==> src/rtl/regfile_wb_arbiter_if.sv <==
// Writeback bus shared by both result sources and the register-file port.
// The master side is the requesters plus the regfile; the slave side is the arbiter.
interface regfile_wb_arbiter_if;
    logic        a_valid_i;
    logic [4:0]  a_addr_i;
    logic [31:0] a_data_i;
    logic        a_ready_o;
    logic        b_valid_i;
    logic [4:0]  b_addr_i;
    logic [31:0] b_data_i;
    logic        b_ready_o;
    logic        rd_wren_o;
    logic [4:0]  rd_addr_o;
    logic [31:0] rd_data_o;
    logic        force_b_o;

    modport master (
        output a_valid_i, a_addr_i, a_data_i,
        output b_valid_i, b_addr_i, b_data_i,
        input  a_ready_o, b_ready_o,
        input  rd_wren_o, rd_addr_o, rd_data_o,
        input  force_b_o
    );

    modport slave (
        input  a_valid_i, a_addr_i, a_data_i,
        input  b_valid_i, b_addr_i, b_data_i,
        output a_ready_o, b_ready_o,
        output rd_wren_o, rd_addr_o, rd_data_o,
        output force_b_o
    );
endinterface

==> src/rtl/regfile_wb_arbiter.sv <==
// Two-source writeback arbiter for the single regfile write port.
// Port A wins by default; port B is forced through after MAX_WAIT straight losses.
module regfile_wb_arbiter #(
    parameter int MAX_WAIT = 3,
    parameter int CNT_W    = 2
) (
    input logic clk_i,
    input logic rst_i,
    regfile_wb_arbiter_if.slave bus
);

    typedef enum logic {
        PRI_A,
        FORCE_B
    } state_t;

    localparam logic [CNT_W-1:0] MAX_CNT = CNT_W'(MAX_WAIT);
    localparam logic [CNT_W-1:0] ONE     = CNT_W'(1);

    state_t           state_q;
    state_t           state_d;
    logic [CNT_W-1:0] cnt_q;
    logic [CNT_W-1:0] cnt_d;
    logic [CNT_W-1:0] cnt_inc;
    logic             a_rdy;
    logic             b_rdy;
    logic             gnt;
    logic [4:0]       gnt_addr;
    logic [31:0]      gnt_data;
    logic             wren_q;
    logic [4:0]       addr_q;
    logic [31:0]      data_q;

    assign cnt_inc = cnt_q + ONE;

    always_ff @(posedge clk_i or posedge rst_i) begin
        if (rst_i) begin
            state_q <= PRI_A;
            cnt_q   <= '0;
        end else begin
            state_q <= state_d;
            cnt_q   <= cnt_d;
        end
    end

    always_comb begin
        state_d = state_q;
        cnt_d   = cnt_q;
        a_rdy   = 1'b0;
        b_rdy   = 1'b0;
        unique case (state_q)
            PRI_A: begin
                if (bus.a_valid_i) begin
                    a_rdy = 1'b1;
                    if (bus.b_valid_i) begin
                        // B lost this cycle; counter saturates instead of wrapping
                        cnt_d = (cnt_q == MAX_CNT) ? cnt_q : cnt_inc;
                        if (cnt_inc == MAX_CNT)
                            state_d = FORCE_B;
                    end else begin
                        cnt_d = '0;
                    end
                end else if (bus.b_valid_i) begin
                    b_rdy = 1'b1;
                    cnt_d = '0;
                end else begin
                    cnt_d = '0;
                end
            end
            FORCE_B: begin
                // Leave either way: B granted, or B withdrew (no grant)
                b_rdy   = bus.b_valid_i;
                state_d = PRI_A;
                cnt_d   = '0;
            end
            default: begin
                state_d = PRI_A;
                cnt_d   = '0;
            end
        endcase
    end

    assign gnt      = a_rdy | b_rdy;
    assign gnt_addr = a_rdy ? bus.a_addr_i : bus.b_addr_i;
    assign gnt_data = a_rdy ? bus.a_data_i : bus.b_data_i;

    // x0 writes are accepted but never reach the regfile
    always_ff @(posedge clk_i or posedge rst_i) begin
        if (rst_i) begin
            wren_q <= 1'b0;
            addr_q <= '0;
            data_q <= '0;
        end else begin
            wren_q <= gnt && (gnt_addr != 5'd0);
            if (gnt) begin
                addr_q <= gnt_addr;
                data_q <= gnt_data;
            end
        end
    end

    assign bus.a_ready_o = a_rdy;
    assign bus.b_ready_o = b_rdy;
    assign bus.rd_wren_o = wren_q;
    assign bus.rd_addr_o = addr_q;
    assign bus.rd_data_o = data_q;
    assign bus.force_b_o = (state_q == FORCE_B);

endmodule

==> src/flat_wrapper.sv <==
// flat-port wrapper written by rule: the top's interface ports become plain ports
module regfile_wb_arbiter_flat 
#(
    parameter int MAX_WAIT = 3,
    parameter int CNT_W    = 2
)
  (clk_i, rst_i, bus_a_valid_i, bus_a_addr_i, bus_a_data_i, bus_b_valid_i, bus_b_addr_i, bus_b_data_i, bus_a_ready_o, bus_b_ready_o, bus_rd_wren_o, bus_rd_addr_o, bus_rd_data_o, bus_force_b_o);
  regfile_wb_arbiter_if bus_i ();
  input logic clk_i;
  input logic rst_i;
  input wire logic [$bits(bus_i.a_valid_i)-1:0] bus_a_valid_i;
  input wire logic [$bits(bus_i.a_addr_i)-1:0] bus_a_addr_i;
  input wire logic [$bits(bus_i.a_data_i)-1:0] bus_a_data_i;
  input wire logic [$bits(bus_i.b_valid_i)-1:0] bus_b_valid_i;
  input wire logic [$bits(bus_i.b_addr_i)-1:0] bus_b_addr_i;
  input wire logic [$bits(bus_i.b_data_i)-1:0] bus_b_data_i;
  output wire logic [$bits(bus_i.a_ready_o)-1:0] bus_a_ready_o;
  output wire logic [$bits(bus_i.b_ready_o)-1:0] bus_b_ready_o;
  output wire logic [$bits(bus_i.rd_wren_o)-1:0] bus_rd_wren_o;
  output wire logic [$bits(bus_i.rd_addr_o)-1:0] bus_rd_addr_o;
  output wire logic [$bits(bus_i.rd_data_o)-1:0] bus_rd_data_o;
  output wire logic [$bits(bus_i.force_b_o)-1:0] bus_force_b_o;
  assign bus_i.a_valid_i = bus_a_valid_i;
  assign bus_i.a_addr_i = bus_a_addr_i;
  assign bus_i.a_data_i = bus_a_data_i;
  assign bus_i.b_valid_i = bus_b_valid_i;
  assign bus_i.b_addr_i = bus_b_addr_i;
  assign bus_i.b_data_i = bus_b_data_i;
  assign bus_a_ready_o = bus_i.a_ready_o;
  assign bus_b_ready_o = bus_i.b_ready_o;
  assign bus_rd_wren_o = bus_i.rd_wren_o;
  assign bus_rd_addr_o = bus_i.rd_addr_o;
  assign bus_rd_data_o = bus_i.rd_data_o;
  assign bus_force_b_o = bus_i.force_b_o;
  regfile_wb_arbiter #(.MAX_WAIT(MAX_WAIT), .CNT_W(CNT_W)) u_core (.clk_i(clk_i), .rst_i(rst_i), .bus(bus_i));
endmodule
==> config.mk <==
export PLATFORM = sky130hd
export DESIGN_NAME = regfile_wb_arbiter_flat
export DESIGN_NICKNAME = d
export VERILOG_FILES = /design/src/rtl/regfile_wb_arbiter_if.sv /design/src/rtl/regfile_wb_arbiter.sv /design/src/flat_wrapper.sv
export SDC_FILE = /design/constraint.sdc
export NUM_CORES = 1
export LEC_CHECK = 0
export ABC_AREA = 1
export CAP_MARGIN = 20
export CORE_MARGIN = 8
export CORE_UTILIZATION = 39
export DETAILED_ROUTE_END_ITERATION = 6
export MAX_ROUTING_LAYER = met4
export PLACE_DENSITY_LB_ADDON = 0.2
export REMOVE_ABC_BUFFERS = 1
export SYNTH_ARGS = -nofsm -noshare
export SYNTH_HDL_FRONTEND = slang
export SYNTH_SLANG_ARGS = --single-unit
==> constraint.sdc <==
create_clock -name clk_i -period 1.9 [get_ports clk_i]
set_clock_uncertainty 0.05 [all_clocks]
set_input_delay 0.19 -clock clk_i [delete_from_list [all_inputs] [get_ports clk_i]]
set_output_delay 0.19 -clock clk_i [all_outputs]
set_load 0.005 [all_outputs]
# Yosys cells after proc, flatten, opt, wreduce, memory -nomap -nowiden
# Index checks and enable logic that the tools add are counted.
# totals
reg_bits	41
# op_classes
n_bitwise	2
n_reduce_logical	2
n_eq_ne	3
n_mux	15
addsub	1
# op_table
op	n
$mux W32	1
$mux W1	7
$mux W2	3
$mux W5	1
$reduce_bool A5 Y1	1
$eq A2 B2 Y1 const B	2
$ne A4 B4 Y1 const B	1
$pmux W1 S2	2
$pmux W2 S2	1
$add A2 B1 Y2 const B	1
$logic_and A1 B1 Y1	1
$not A1 Y1	1
$or A1 B1 Y1	1

# Depth between registers and ports, before layout
# logic_depth
ltp_word	6
mapped_depth	9
mapped_depth_nobuf	8

# Worst setup path after synthesis
# No wires, ideal clock.
# synth_path
path_kind	reg2reg
start	register u_core.state_q, in the netlist u_core.bus.force_b_o
end	register u_core.wren_q, in the netlist u_core.bus.rd_wren_o
slack_ns	0.678
period_less_slack_ns	1.222
path_buffers	1
setup_ns	0.124
path_stages_with_launch	10
t_required_ns	1.726
arrival_ns	1.047
path_cell_list	dfrtp_1 > inv_1 > nand2_2 > buf_6 > nand2_1 > nand2_1 > nor2_1 > nand2_1 > nand2_1 > nand2_1
# synth_between
elab_chain_cells	4
elab_cells_between_ends	7
cone_classes	mux: 3; bitwise: 2; reduce/logical: 2
# synth_lines
element	line	rtl
start: declaration	regfile_wb_arbiter.sv:20	state_t state_q;
start signal: assignment	regfile_wb_arbiter.sv:41	state_q <= state_d;
$mux W1 or $not A1 Y1 (tied branches)	regfile_wb_arbiter.sv:51	unique case (state_q)
$mux W5 or $pmux W1 S2 (tied branches)	regfile_wb_arbiter.sv:84, regfile_wb_arbiter.sv:51	
$reduce_bool A5 Y1 or $or A1 B1 Y1 (tied branches)	regfile_wb_arbiter.sv:94, regfile_wb_arbiter.sv:83	
$logic_and A1 B1 Y1 (*)	regfile_wb_arbiter.sv:94	wren_q <= gnt && (gnt_addr != 5'd0);
end signal: assignment	regfile_wb_arbiter.sv:94	
end: declaration	regfile_wb_arbiter.sv:30	logic wren_q;
# Mark *: on every way between the ends. The rest lies on a longest branch, timed or not.
# A chain may end at the register's enable or synchronous reset.

# Final worst setup path
# layout_path
start	register u_core.state_q, in the netlist u_core.bus.force_b_o
end	output bus_b_ready_o
# layout_between
elab_chain_cells	2
# layout_lines
element	line	rtl
$not A1 Y1	regfile_wb_arbiter.sv:51	
$pmux W1 S2 (*)	regfile_wb_arbiter.sv:51	
end: declaration	flat_wrapper.sv:18	output wire logic [$bits(bus_i.b_ready_o)-1:0] bus_b_ready_o;
# Marks and branches as above.

==> results.sh <==
export IMPL_critPathBufInv=3
export IMPL_p_int_mw=1.58
export IMPL_die_w_um=85.2
export IMPL_drive_gt1_share_pct=5.17
export IMPL_comb_power_share_pct=25.4
export IMPL_leakage_nw=1.45
export IMPL_syn_to_final_growth_pct=70.6
export IMPL_htreeDepth=2
export IMPL_wl_per_cell_um=14.8
export IMPL_grt_max_degree=34
export IMPL_ys_seq_elements=41
export IMPL_crit_chain="inv_1 > nand2_2 > nand2_1 > inv_1 > clkdlybuf4s50_1"
export IMPL_powerDensity_nw_per_um2=656
export IMPL_grt_total_usage_pct=17.3
export IMPL_power_mw=2.09
export IMPL_overflow=0
export IMPL_cp_arrival_ps=1550
export IMPL_drc=0
export IMPL_nFillCells=401
export IMPL_worst_r2r_cell_count=6
export IMPL_hold_path_class="in -> async"
export IMPL_numPortBuffers=118
export IMPL_rsz0062_at_grt="false"
export IMPL_syn_cell_area_um2=1870
export IMPL_setup_worst_path_class="reg -> out"
export IMPL_postLayoutCoreUtil_pct=68.3
export IMPL_maxCapViolations=0
export IMPL_p_sw_mw=0.508
export IMPL_yosysTopAreaCell="dfrtp_1"
export IMPL_reg2reg_slack_ps=490
export IMPL_tightest_slew_ps=577
export IMPL_syn_inst=227
export IMPL_layout_common_cells="118 x clkdlybuf4s50_1, 110 x nand2_1, 41 x dfrtp_1, 36 x nand3_1, 7 x nor2_1"
export IMPL_hold_viol=0
export IMPL_die_y_um=85.2
export IMPL_r2r_end="u_core.bus.rd_data_o[22]"
export IMPL_dp_hpwl_um=4580
export IMPL_antenna_left=0
export IMPL_io_pins=119
export IMPL_insertedDiodeCount=0
export IMPL_period_share_pct=94.1
export IMPL_relSlewSlack_pct=61.5
export IMPL_drtIter0Drc=86
export IMPL_tns_ps=0
export IMPL_drt_first_pass_iters=5
export IMPL_holdBufCountCts=0
export IMPL_cp_startpoint="u_core.bus.force_b_o"
export IMPL_synthDistinctLibCells=18
export IMPL_nets=428
export IMPL_outcome="complete, no violations"
export IMPL_final_common_cell="clkdlybuf4s50_1"
export IMPL_core_area_um2=4660
export IMPL_seqPwrFrac_pct=47.7
export IMPL_via_count=1919
export IMPL_setup_violations=0
export IMPL_grt_pass1_vias=1983
export IMPL_setup_ws_ps=112
export IMPL_min_period_ps=1790
export IMPL_antenna_found_initial=0
export IMPL_clk_path_buf_depth=2
export IMPL_rr_startpoint="u_core.bus.force_b_o"
export IMPL_routed_wl_um=5950
export IMPL_power_share_clock_pct=26.8
export IMPL_cts_buffers=5
export IMPL_yosys_top_cells_area="dfrtp_1 55%, nand2_1 22%, nand3_1 9.7%"
export IMPL_cpPeakStageDelay_ps=560
export IMPL_cp_end_kind="output port"
export IMPL_cp_max_fo=5
export IMPL_pre_cts_ws_ps=177
export IMPL_clk_latency_ps=280
export IMPL_grt_first_pass_wirelength_um=9720
export IMPL_synth_top_area_share_pct=55.0
export IMPL_fmax_mhz=559
export IMPL_path_common_cell="inv_1"
export IMPL_start_util_pct=40.0
export IMPL_cp_top_family="buffers and inverters"
export IMPL_drv_slew=0
export IMPL_swShare_pct=24.3
export IMPL_ir_drop_uv=387
export IMPL_root_buffer="clkbuf_8"
export IMPL_place_congestion=0.819
export IMPL_dieArea_um2=7250
export IMPL_clk_pin_slew_ps=70
export IMPL_cts_resized=0
export IMPL_post_cts_buffers=0
export IMPL_synth_avg_cell_area_um2=8.22
export IMPL_rows=25
export IMPL_worstPathRequired_ps=1660
export IMPL_slowest_stage="clkdlybuf4s50_1"
export IMPL_routed_via_density=4.77
export IMPL_ys_warn_count=0
export IMPL_cp_start_kind="register"
export IMPL_seq_area_frac_synth_pct=55.0
export IMPL_cts_tree="built"
export IMPL_clock_sinks=41
-- power groups by stage --
stage / sequential, mW / clock [mW] / combinational [mW]
after floorplan: 1.02 / 0 / 0.141
after CTS: 0.997 / 0.583 / 0.543
after detailed placement: 1.01 / 0 / 0.541
after global routing: 1.01 / 0.630 / 0.585
final: 0.997 / 0.561 / 0.532
after global placement: 1.01 / 0 / 0.534
-- cell families (layout without fill, tap and decap cells) --
family | Yosys count | after routing | share of synthesized area (%)
flops | 41 | 41 | 55.0
fa+ha+maj | 2 | 2 | 1.34
buf+inv | 17 | 138 | 5.57
simple gates | 160 | 160 | 35.7
compound gates | 6 | 6 | 1.88
xor+xnor | 1 | 1 | 0.470
-- flip-flops by register name (all words and copies together), names as in the netlist --
name                  count
u_core.bus.force_b_o      1
u_core.bus.rd_wren_o      1
u_core.bus.rd_data_o     32
u_core.cnt_q              2
u_core.bus.rd_addr_o      5
-- through the flow --
| step | hold WS (ps) | std cells | cell area [um2] |
|---|---|---|---|
| after CTS | 141 | 402 | 3180 |
| after detailed placement | 414 | 395 | 3100 |
| after floorplan | 260 | 217 | 1790 |
| after global placement | 416 | 395 | 3100 |
| after global routing | 179 | 402 | 3180 |
| final | 136 | 402 | 3180 |
-- per-layer routing --
| metal | vias to the layer above | part of all wire [%] | global-route usage, % | wire (um) |
|---|---|---|---|---|
| met1 | 864 | 43 | 20.4 | 2570 |
| met4 | 0 | 1.9 | 7.12 | 115 |
| met5 | - | 0 | - | 0 |
| met3 | 11 | 6.7 | 4.15 | 398 |
| li1 | 956 | - | - | - |
| met2 | 88 | 48 | 27.7 | 2860 |
-- area by class of cell --
class	instances	area [um2]	share of cell area, %
inverter	7	28.8	0.904
multi-input combinational	169	736	23.1
tap	54	67.6	2.12
sequential	41	1030	32.2
timing repair buffer	124	1240	38.9
clock buffer	7	86.3	2.71
-- how the worst max path moves through the flow --
stage                                          end  slack (ps)  cells past startpoint
final                                bus_b_ready_o         110                      5
after global routing                 bus_b_ready_o          20                      5
after CTS                            bus_b_ready_o          80                      5
after detailed placement             bus_b_ready_o         180                      5
after global placement               bus_b_ready_o         180                      5
after floorplan           u_core.bus.rd_data_o[23]         390                      6
-- cell usage after synthesis --
cell     count
buf_2        6
nor3b_1      1
a31oi_1      4
dfrtp_1     41
nand2_4      1
o21ai_0      1
a21oi_1      1
nand2_1    110
inv_2        1
nor3_1       2
nand3_1     36
buf_6        4
nand2_2      3
nor2_1       7
inv_1        5
xor2_1       1
inv_4        1
ha_1         2
No activity file was read; power rests on OpenSTA's default activity.
